### src/rtl/pingpong_pkg.sv
// Shared types and defaults for the pingpong button conditioner.
// The optional toggle-hold mode is selected with PINGPONG_HOLD_TOGGLE_EN.
package pingpong_pkg;

    typedef enum logic [1:0] {
        S_LO   = 2'b00,
        CHK_HI = 2'b01,
        S_HI   = 2'b10,
        CHK_LO = 2'b11
    } db_state_e;

    localparam int DB_CYCLES_DEF = 16;
    localparam int NUM_CH        = 2;
    localparam int CH_HOLD       = 0;
    localparam int CH_FLIP       = 1;

    function automatic logic db_level(input db_state_e st);
        return (st == S_HI) || (st == CHK_LO);
    endfunction

endpackage

### src/rtl/btn_debounce.sv
// One button channel: 2-flop synchronizer, debounce FSM with a qualification
// counter, registered level plus single-cycle rise/fall pulses.
module btn_debounce
    import pingpong_pkg::*;
#(
    parameter int DB_CYCLES = DB_CYCLES_DEF,
    parameter int CNT_W     = $clog2(DB_CYCLES) + 1
) (
    input  logic clk,
    input  logic rst_n,
    input  logic btn_raw,
    output logic level,
    output logic rise,
    output logic fall
);

    localparam logic [CNT_W-1:0] CNT_LAST = CNT_W'(DB_CYCLES - 1);
    localparam logic [CNT_W-1:0] CNT_ONE  = CNT_W'(1);

    logic [1:0]       sync_q, sync_d;
    db_state_e        state_q, state_d;
    logic [CNT_W-1:0] cnt_q, cnt_d;
    logic             rise_q, rise_d;
    logic             fall_q, fall_d;
    logic             level_q, level_d;
    logic             s2;

    assign s2 = sync_q[1];

    always_comb begin
        sync_d  = {sync_q[0], btn_raw};
        state_d = state_q;
        cnt_d   = cnt_q;
        rise_d  = 1'b0;
        fall_d  = 1'b0;
        case (state_q)
            S_LO: begin
                if (s2) begin
                    state_d = CHK_HI;
                    cnt_d   = CNT_ONE;
                end
            end
            CHK_HI: begin
                if (!s2) begin
                    state_d = S_LO;
                end else if (cnt_q == CNT_LAST) begin
                    state_d = S_HI;
                    rise_d  = 1'b1;
                end else begin
                    cnt_d = cnt_q + CNT_ONE;
                end
            end
            S_HI: begin
                if (!s2) begin
                    state_d = CHK_LO;
                    cnt_d   = CNT_ONE;
                end
            end
            CHK_LO: begin
                if (s2) begin
                    state_d = S_HI;
                end else if (cnt_q == CNT_LAST) begin
                    state_d = S_LO;
                    fall_d  = 1'b1;
                end else begin
                    cnt_d = cnt_q + CNT_ONE;
                end
            end
            default: state_d = S_LO;
        endcase
        // Level is taken from the next state so it is a plain flop output.
        level_d = db_level(state_d);
    end

    always_ff @(posedge clk or negedge rst_n) begin
        if (!rst_n) begin
            sync_q  <= 2'b00;
            state_q <= S_LO;
            cnt_q   <= '0;
            rise_q  <= 1'b0;
            fall_q  <= 1'b0;
            level_q <= 1'b0;
        end else begin
            sync_q  <= sync_d;
            state_q <= state_d;
            cnt_q   <= cnt_d;
            rise_q  <= rise_d;
            fall_q  <= fall_d;
            level_q <= level_d;
        end
    end

    assign level = level_q;
    assign rise  = rise_q;
    assign fall  = fall_q;

endmodule

### src/rtl/pingpong_btn_cond.sv
// Conditions the hold/flip push-buttons for the pingpong counter.
// PINGPONG_HOLD_TOGGLE_EN turns hold into a press-to-toggle register.
module pingpong_btn_cond
    import pingpong_pkg::*;
#(
    parameter int DB_CYCLES = DB_CYCLES_DEF,
    parameter int CNT_W     = $clog2(DB_CYCLES) + 1
) (
    input  logic clk,
    input  logic rst_n,
    input  logic btn_hold_raw,
    input  logic btn_flip_raw,
    output logic hold,
    output logic flip
);

    logic [NUM_CH-1:0] btn_raw;
    logic [NUM_CH-1:0] db_level;
    logic [NUM_CH-1:0] db_rise;
    logic [NUM_CH-1:0] db_fall;

    assign btn_raw[CH_HOLD] = btn_hold_raw;
    assign btn_raw[CH_FLIP] = btn_flip_raw;

    for (genvar g = 0; g < NUM_CH; g++) begin : g_ch
        btn_debounce #(
            .DB_CYCLES (DB_CYCLES),
            .CNT_W     (CNT_W)
        ) u_db (
            .clk     (clk),
            .rst_n   (rst_n),
            .btn_raw (btn_raw[g]),
            .level   (db_level[g]),
            .rise    (db_rise[g]),
            .fall    (db_fall[g])
        );
    end

    assign flip = db_rise[CH_FLIP];

`ifdef PINGPONG_HOLD_TOGGLE_EN
    logic hold_q, hold_d;

    always_comb begin
        hold_d = hold_q ^ db_rise[CH_HOLD];
    end

    always_ff @(posedge clk or negedge rst_n) begin
        if (!rst_n) hold_q <= 1'b0;
        else        hold_q <= hold_d;
    end

    assign hold = hold_q;
`else
    assign hold = db_level[CH_HOLD];
`endif

endmodule

### config.mk
export PLATFORM = sky130hd
export DESIGN_NAME = pingpong_btn_cond
export DESIGN_NICKNAME = d
export VERILOG_FILES = /design/src/rtl/pingpong_pkg.sv /design/src/rtl/btn_debounce.sv /design/src/rtl/pingpong_btn_cond.sv
export SDC_FILE = /design/constraint.sdc
export NUM_CORES = 1
export LEC_CHECK = 0
export ABC_AREA = 0
export CAP_MARGIN = 20
export CORE_ASPECT_RATIO = 0.7
export CORE_MARGIN = 2
export CORE_UTILIZATION = 45
export DETAILED_ROUTE_END_ITERATION = 12
export PLACE_DENSITY_LB_ADDON = 0.3
export SYNTH_ARGS = -nofsm -noshare
export SYNTH_HDL_FRONTEND = slang
export SYNTH_SLANG_ARGS = --single-unit
### constraint.sdc
create_clock -name clk -period 2.93 [get_ports clk]
set_input_delay 0.4395 -clock clk [delete_from_list [all_inputs] [get_ports clk]]
set_output_delay 0.4395 -clock clk [all_outputs]
set_load 0.02 [all_outputs]
==> impl_metrics.ini <==
[route]
vias = 572
first_pass_iters = 4
drcViolationCount = 0
drt_wl_total_mm = 1.401
drtIter0Drc = 11
wl_per_cell_um = 13.47
vias_per_cell = 5.500
postRouteAntennaNets = 0

[cells_and_area]
layout-area-overhead-vs-synth_pct = 11.72
fin_cells = 104
antenna_cells = 0
layout_commonest_cell = dfrtp_1
final_cell_mix = dfrtp_1 (20), nand2_1 (6), clkdlybuf4s50_1 (5)
layout-drive-gt1-share_pct = 12.20
final_nets = 91

[synthesis]
synth_area_um2 = 897.1
synth_cell_type_count = 31
synth_cells = 75
synth_fp_nets = 83
synth_seq_area_share_pct = 55.79
yosysWarnings = 0
syn_area_per_cell_um2 = 11.96
synth.ff_latch_count = 20

[clock_tree]
htreeDepth = 1
path_clk_slew_ns = 0.11
cts_tree = done
clockBufferDepth = 2
post-cts-setup-buffers = 0
cts_sinks = 20
root_buffer = clkbuf_4
insertion_delay_ns = 0.30
cts-resized-gates = 0
numCtsBuffers = 3
cts_hold_buf = 0

[power_and_ir_drop]
power_frac_comb_pct = 24.9
p_per_area_nw_per_um2 = 763.6
vdd_drop_max_v = 0.0004112
p_switching_w = 0.0002464
p_int_w = 0.0005189
p_sw_share_pct = 32.19
p_clk_share_pct = 20.4
power_w = 0.0007653
leakage_nw = 0.4559
seq_power_share_pct = 54.7

[floorplan]
core_um2 = 1871
dieArea_um2 = 2372
die_h_um = 41.36
io_pins = 6
rows = 13
start_util_pct = 47.96
die_w_um = 57.37

[critical_path]
crit_required_ns = 3.13
path_max_fanout = 6
startpoint_type = flop
critPathKind = flop to flop
end_kind = flop
worstPathArrival_ns = 2.04

[placement]
gp_congestion = 0.6732
dp.cells = 100
io_buffers = 5
dp_hpwl_mm = 1.030

[timing]
skew_ns = 0.003913
setup_viol = 0
period_share_pct = 62.88
fmax_mhz = 542.8
slew_viol_final = 0
finalHoldViolCount = 0
tns_ns = 0
rsz0062_at_grt = false
finalWorstPathRequiredPeriod_ns = 1.842
hold_slack_ns = 0.3584
slew_headroom_pct = 42.95
max_slew.worst_pin.slew_ns = 0.8531

[grt]
grt_pass1_vias = 532
grt_max_degree = 21
grt_first_pass_wirelength_mm = 2.428
antenna_found_initial = 0
grt.overflow.total = 0
grt.total_usage_pct = 14.41

[flow_run]
max_cap_viol_count = 0

[hold_path]
worstHoldPathType = flop to flop

[status]
outcome = finished, final reports clean
[stage by stage]
stage / setup WS [ns] / utilization [%] / cell area (µm²)
floorplan: 1.246 / - / 897.1
global placement: 1.195 / 51.64 / 965.9
detailed placement: 1.139 / 51.64 / 965.9
CTS: 1.103 / 53.58 / 1002
global route: 0.9863 / 53.58 / 1002
finish: 1.088 / 53.58 / 1002
[cells by family (layout without fill, tap and decap cells)]
logic type,count (synthesis),after routing,synth area share [%]
adder cells (fa/ha/maj),4,4,5.579
AO/OA/AOI/OAI,13,13,10.32
XOR/XNOR,3,3,2.929
multiplexers,6,6,7.252
buffers and inverters,6,13,2.649
flip-flops,20,20,55.79
AND/OR/NAND/NOR,23,23,15.48
[cells in the mapped netlist]
cell	number	share of area, %
a211o_1	1	0.98
a21boi_0	1	0.84
a21oi_1	1	0.56
a21oi_2	1	0.98
a31o_2	1	0.98
a31oi_1	1	0.70
a41o_1	1	1.1
and3_1	3	2.1
buf_2	1	0.56
clkbuf_1	1	0.42
dfrtp_1	20	56
ha_1	4	5.6
inv_1	4	1.7
mux2_2	4	5.0
mux2i_1	2	2.2
nand2_1	6	2.5
nand2b_1	1	0.70
nand3_1	3	1.7
nand3b_1	1	0.84
nand4b_1	1	0.98
nor2_1	1	0.42
nor2b_1	2	1.4
nor3b_1	2	1.7
nor4b_1	1	0.98
o21ai_0	3	1.7
o21bai_1	1	0.84
o22ai_1	1	0.70
o2bb2ai_1	1	0.98
or4b_1	2	2.2
xnor2_1	2	2.0
xor2_1	1	0.98
[flip-flops by register name, indices dropped and copies added, names as in the netlist, named ones only]
signal / flops
g_ch.u_db.cnt_q: 10
g_ch.u_db.sync_q: 4
g_ch.u_db.state_q: 3
g_ch.u_db.level: 1
g_ch.u_db.rise: 1
[final timing paths]
kind / endpoint / depth (start not counted) / slack, ns / start
setup / recovery: g_ch[1].u_db.cnt_q[3] / 6 / 1.09 / g_ch[1].u_db.cnt_q[0]
hold / removal: g_ch[0].u_db.sync_q[1] / 0 / 0.36 / g_ch[0].u_db.sync_q[0]
setup reg to reg: g_ch[1].u_db.cnt_q[3] / 6 / 1.09 / g_ch[1].u_db.cnt_q[0]
hold reg to reg: g_ch[0].u_db.sync_q[1] / 0 / 0.36 / g_ch[0].u_db.sync_q[0]
max in group asynchronous: g_ch[0].u_db.cnt_q[0] / 1 / 1.79 / rst_n
min in group asynchronous: g_ch[1].u_db.cnt_q[4] / 1 / 0.61 / rst_n
[per-layer routing]
metal	global-route usage, %	vias up	wire [µm]
met5	0	-	0
met4	3.488	0	16
met3	5.556	4	70
met2	24.15	9	617
met1	18.16	274	697
li1	-	285	-
[final cells by class]
type,instances,area [µm²]
fillers,167,868.3
flip-flops and latches,20,500.5
multi-input cells,49,372.9
repair buffers,5,50.05
clock buffers,4,36.28
well taps,22,27.53
inverters,4,15.01
[worst max-delay path: stages (launching register included)]
cell	delay [ns]
dfrtp_1	0.45
ha_1	0.24
and3_1	0.16
ha_1	0.25
nand4b_1	0.22
and3_1	0.21
a211o_1	0.22
[power groups by stage]
stage / registers, W / clock network [W] / logic (W)
floorplan: 0.000392 / 0 / 0.000164
global placement: 0.000415 / 0 / 0.000187
detailed placement: 0.000421 / 0 / 0.000192
CTS: 0.000416 / 0.000163 / 0.000193
global route: 0.000426 / 0.000174 / 0.000221
finish: 0.000418 / 0.000156 / 0.000191
(Power assumes the default switching activity.)
==> variant 1: new RTL, same flow settings <==
The option `PINGPONG_HOLD_TOGGLE_EN` is turned on by a define.
--- a/src/rtl/pingpong_btn_cond.sv
+++ b/src/rtl/pingpong_btn_cond.sv
@@ -1,5 +1,7 @@
 // Conditions the hold/flip push-buttons for the pingpong counter.
 // PINGPONG_HOLD_TOGGLE_EN turns hold into a press-to-toggle register.
+`define PINGPONG_HOLD_TOGGLE_EN
+
 module pingpong_btn_cond
     import pingpong_pkg::*;
 #(
Formal check against the unedited RTL: same outputs for any inputs over 10 cycles, from zero or initial values and one cycle with rst_n low; that may be too few to reach the edited logic, so the function may still have changed.
==> variant 1 against the original RTL <==
Sequential share of layout area down 0.12 points. Wire length down 1.0%. Global-route usage shrank 1.6 points. Sequential cell count rose by 1. Design area increased by 5.2%. Synthesized area increased by 8.1%. Power decreased by 5.3%. Setup slack worse by 94 ps. Cell count is 7.7% higher. Largest power group unchanged. Highest routed layer unchanged.
==> variant 1: results (changes against the original RTL) <==
- CP max FO: 10 (was 6)
- Count of cell types in the netlist: 29 (was 31)
- RR Endpoint: g_ch[0].u_db.cnt_q[3] (was g_ch[1].u_db.cnt_q[3])
- Min-delay src: g_ch[1].u_db.sync_q[0] (was g_ch[0].u_db.sync_q[0])
- Met3 WL: 51 microns (was 70 microns)
- Vias: 592 (was 572)
- First-pass GRT wire length: 2.401 mm (was 2.428 mm)
- Top cells by area, synth: dfrtp_1, ha_1, a22o_1 (was dfrtp_1, ha_1, mux2_2)
- Avg WL per Cell: 12.38 microns (was 13.47 microns)
- Met1 Resource Use GR: 0.1925 (was 0.1816)
- Critical path data arrival time: 2180 ps (was 2040 ps)
- Status: finished clean (unchanged)
- Sequential share of the synthesized area: 0.5419 (was 0.5579)
- Largest net degree at the start of global routing: 22 (was 21)
- Number of global-route vias before repair: 523 (was 532)
- Hold EP: g_ch[1].u_db.sync_q[1] (was g_ch[0].u_db.sync_q[1])
- Pre-CTS WS: 1014 ps (was 1139 ps)
- Leakage: 0.4967 nW (was 0.4559 nW)
- Setup ws final: 993.4 ps (was 1088 ps)
- Gate Count Post-Synth: 82 (was 75)
- Net Count, Synth: 91 (was 83)
- Reg2reg start: g_ch[0].u_db.cnt_q[0] (was g_ch[1].u_db.cnt_q[0])
- Slew HR: 0.3966 (was 0.4295)
- Clock Skew: 5.952 ps (was 3.913 ps)
- Top post-synthesis cells by count: dfrtp_1, nand2_1, ha_1 (was dfrtp_1, nand2_1, ha_1, inv_1, mux2_2)
- Min Hold Slack: 352.9 ps (was 358.4 ps)
- Met2 wire length: 555 microns (was 617 microns)
- Worst path max stage delay: 480 ps (was 450 ps)
- Global routing usage on met2: 0.1648 (was 0.2415)
- Iteration-0 DRC Markers: 13 (was 11)
- Total track usage: 0.1285 (was 0.1441)
- M1 wire length: 770 microns (was 697 microns)
variant 1: layout make-up:
type | count | area (sq um)
timing repair buffer | 5 | 50.05
tap | 24 | 30.03
multi-input combinational | 54 | 407.9
inverter | 4 | 15.01
sequential | 21 | 525.5
clock buffer | 4 | 26.28
fill | 185 | 1030
variant 1: cell families (layout without fill, tap and decap cells):
family,after synthesis,count (layout),synth area share
AO/OA/AOI/OAI,15,15,0.1148
XOR/XNOR,3,3,0.03485
adder cells (fa/ha/maj),5,5,0.06452
buffers and inverters,7,13,0.03741
flip-flops,21,21,0.5419
multiplexers,3,3,0.03355
AND/OR/NAND/NOR,28,28,0.1729
variant 1: power groups by stage:
stage | Clock (mW) | Combinational [mW] | Sequential [mW]
after floorplan | 0 | 0.150 | 0.406
after global placement | 0 | 0.170 | 0.420
after detailed placement | 0 | 0.174 | 0.422
after CTS | 0.144 | 0.175 | 0.416
after global routing | 0.159 | 0.196 | 0.429
final | 0.134 | 0.173 | 0.418
==> variant 2: new RTL, same flow settings <==
Made on the original files. Re-encode `db_state_e` (4 states) as Gray code, 2 bits wide.
--- a/src/rtl/pingpong_pkg.sv
+++ b/src/rtl/pingpong_pkg.sv
@@ -5,8 +5,8 @@
     typedef enum logic [1:0] {
         S_LO   = 2'b00,
         CHK_HI = 2'b01,
-        S_HI   = 2'b10,
-        CHK_LO = 2'b11
+        S_HI   = 2'b11,
+        CHK_LO = 2'b10
     } db_state_e;
 
     localparam int DB_CYCLES_DEF = 16;
Function: same outputs for any inputs over 10 cycles, from zero or initial values and one cycle with rst_n low; not proved beyond that.
==> variant 2 against the original RTL <==
Power up 48%. Design area is 34% higher. Sequential cell count is the same. Synthesized area rose by 35%. Hold slack improved by 7.3 ps. Wire length grew 55%. Cell count rose by 52%. Setup slack worse by 54 ps. Die area up 32%. Clock power grew 78%. Highest routed layer unchanged.
==> variant 2: results (changes against the original RTL) <==
- Reg clk slew, reported paths: 70 ps (was 110 ps)
- First element of the critical path: g_ch[1].u_db.cnt_q[1] (was g_ch[1].u_db.cnt_q[0])
- Number of global-route vias before repair: 796 (was 532)
- Status: finished clean (unchanged)
- Post-DP HPWL: 1.666 mm (was 1.030 mm)
- Comb_multi_in: 86 (was 49)
- Top post-synthesis cells by count: dfrtp_1, ha_1, inv_1, nand3_1, nand2_1 (was dfrtp_1, nand2_1, ha_1, inv_1, mux2_2)
- Leakage: 0.6121 nW (was 0.4559 nW)
- Non-clk buf share: 0.03728 (was 0.04994)
- Clock Skew: 4.712 ps (was 3.913 ps)
- CP max FO: 10 (was 6)
- First-pass GRT wire length: 3.560 mm (was 2.428 mm)
- Share of post-route cells with drive strength above 1: 0.04032 (was 0.1220)
- Clkbuf count: 3 (was 4)
- ClkCell Share: 0.05312 (was 0.03620)
- Layout area overhead: 11.19% (was 11.72%)
- Seq/total area: 0.3728 (was 0.4994)
- Worst path max stage delay: 430 ps (was 450 ps)
- Worst slew pin tran: 863.0 ps (was 853.1 ps)
- Fraction of area in multi-input gates: 0.4800 (was 0.3720)
- Dpl cells: 154 (was 100)
- Setup ws final: 1034 ps (was 1088 ps)
- Pre-CTS WS: 1066 ps (was 1139 ps)
- Count of cell types in the netlist: 38 (was 31)
- # fillers: 226 (was 167)
- Non-clk invs: 9 (was 4)
- Avg WL per Cell: 13.76 microns (was 13.47 microns)
- Placed cell area: 1271 sq um (was 965.9 sq um)
- Vias: 896 (was 572)
- Min-delay src: g_ch[1].u_db.sync_q[0] (was g_ch[0].u_db.sync_q[0])
- Sequential group power: 0.406 mW (was 0.418 mW)
- Combinational share of power: 0.398 (was 0.249)
- Sequential share of the synthesized area: 0.4145 (was 0.5579)
- Worst vdd ir: 380.7 uV (was 411.2 uV)
- Iteration-0 DRC Markers: 47 (was 11)
- Placer congestion estimate: 0.8055 (was 0.6732)
- Critical path's top delay family: adder cells (was simple AND/OR/NAND/NOR gates)
- Min Hold Slack: 365.7 ps (was 358.4 ps)
-- variant 2: cell types whose count changed in the layout (fill, tap and decap cells not counted), moves of 3 or more --
cell and delta:
ha_1 +9, nand3_1 +6, inv_1 +5, nand2b_1 +5, mux2_2 -4, a22o_1 +3, clkbuf_4 -3, nand3b_1 +3
o21ai_0 +3
-- variant 2: logic make-up (layout without fill, tap and decap cells) --
kind of cell,count (synthesis),after routing,synth area share
and+or+nand+nor,44,44,0.2125
AOI/OAI and AO/OA,28,28,0.1783
DFF,20,20,0.4145
buffers and inverters,14,18,0.05181
adders and majority gates,13,13,0.1347
muxes,1,1,0.008290
-- variant 2: layer usage --
metal	up-vias	GRT usage	part of all wire
met5	-	0	0
met4	0	0.05000	0.0064
met3	2	0.05036	0.038
met2	14	0.2444	0.44
met1	440	0.2162	0.52
li1	440	-	-
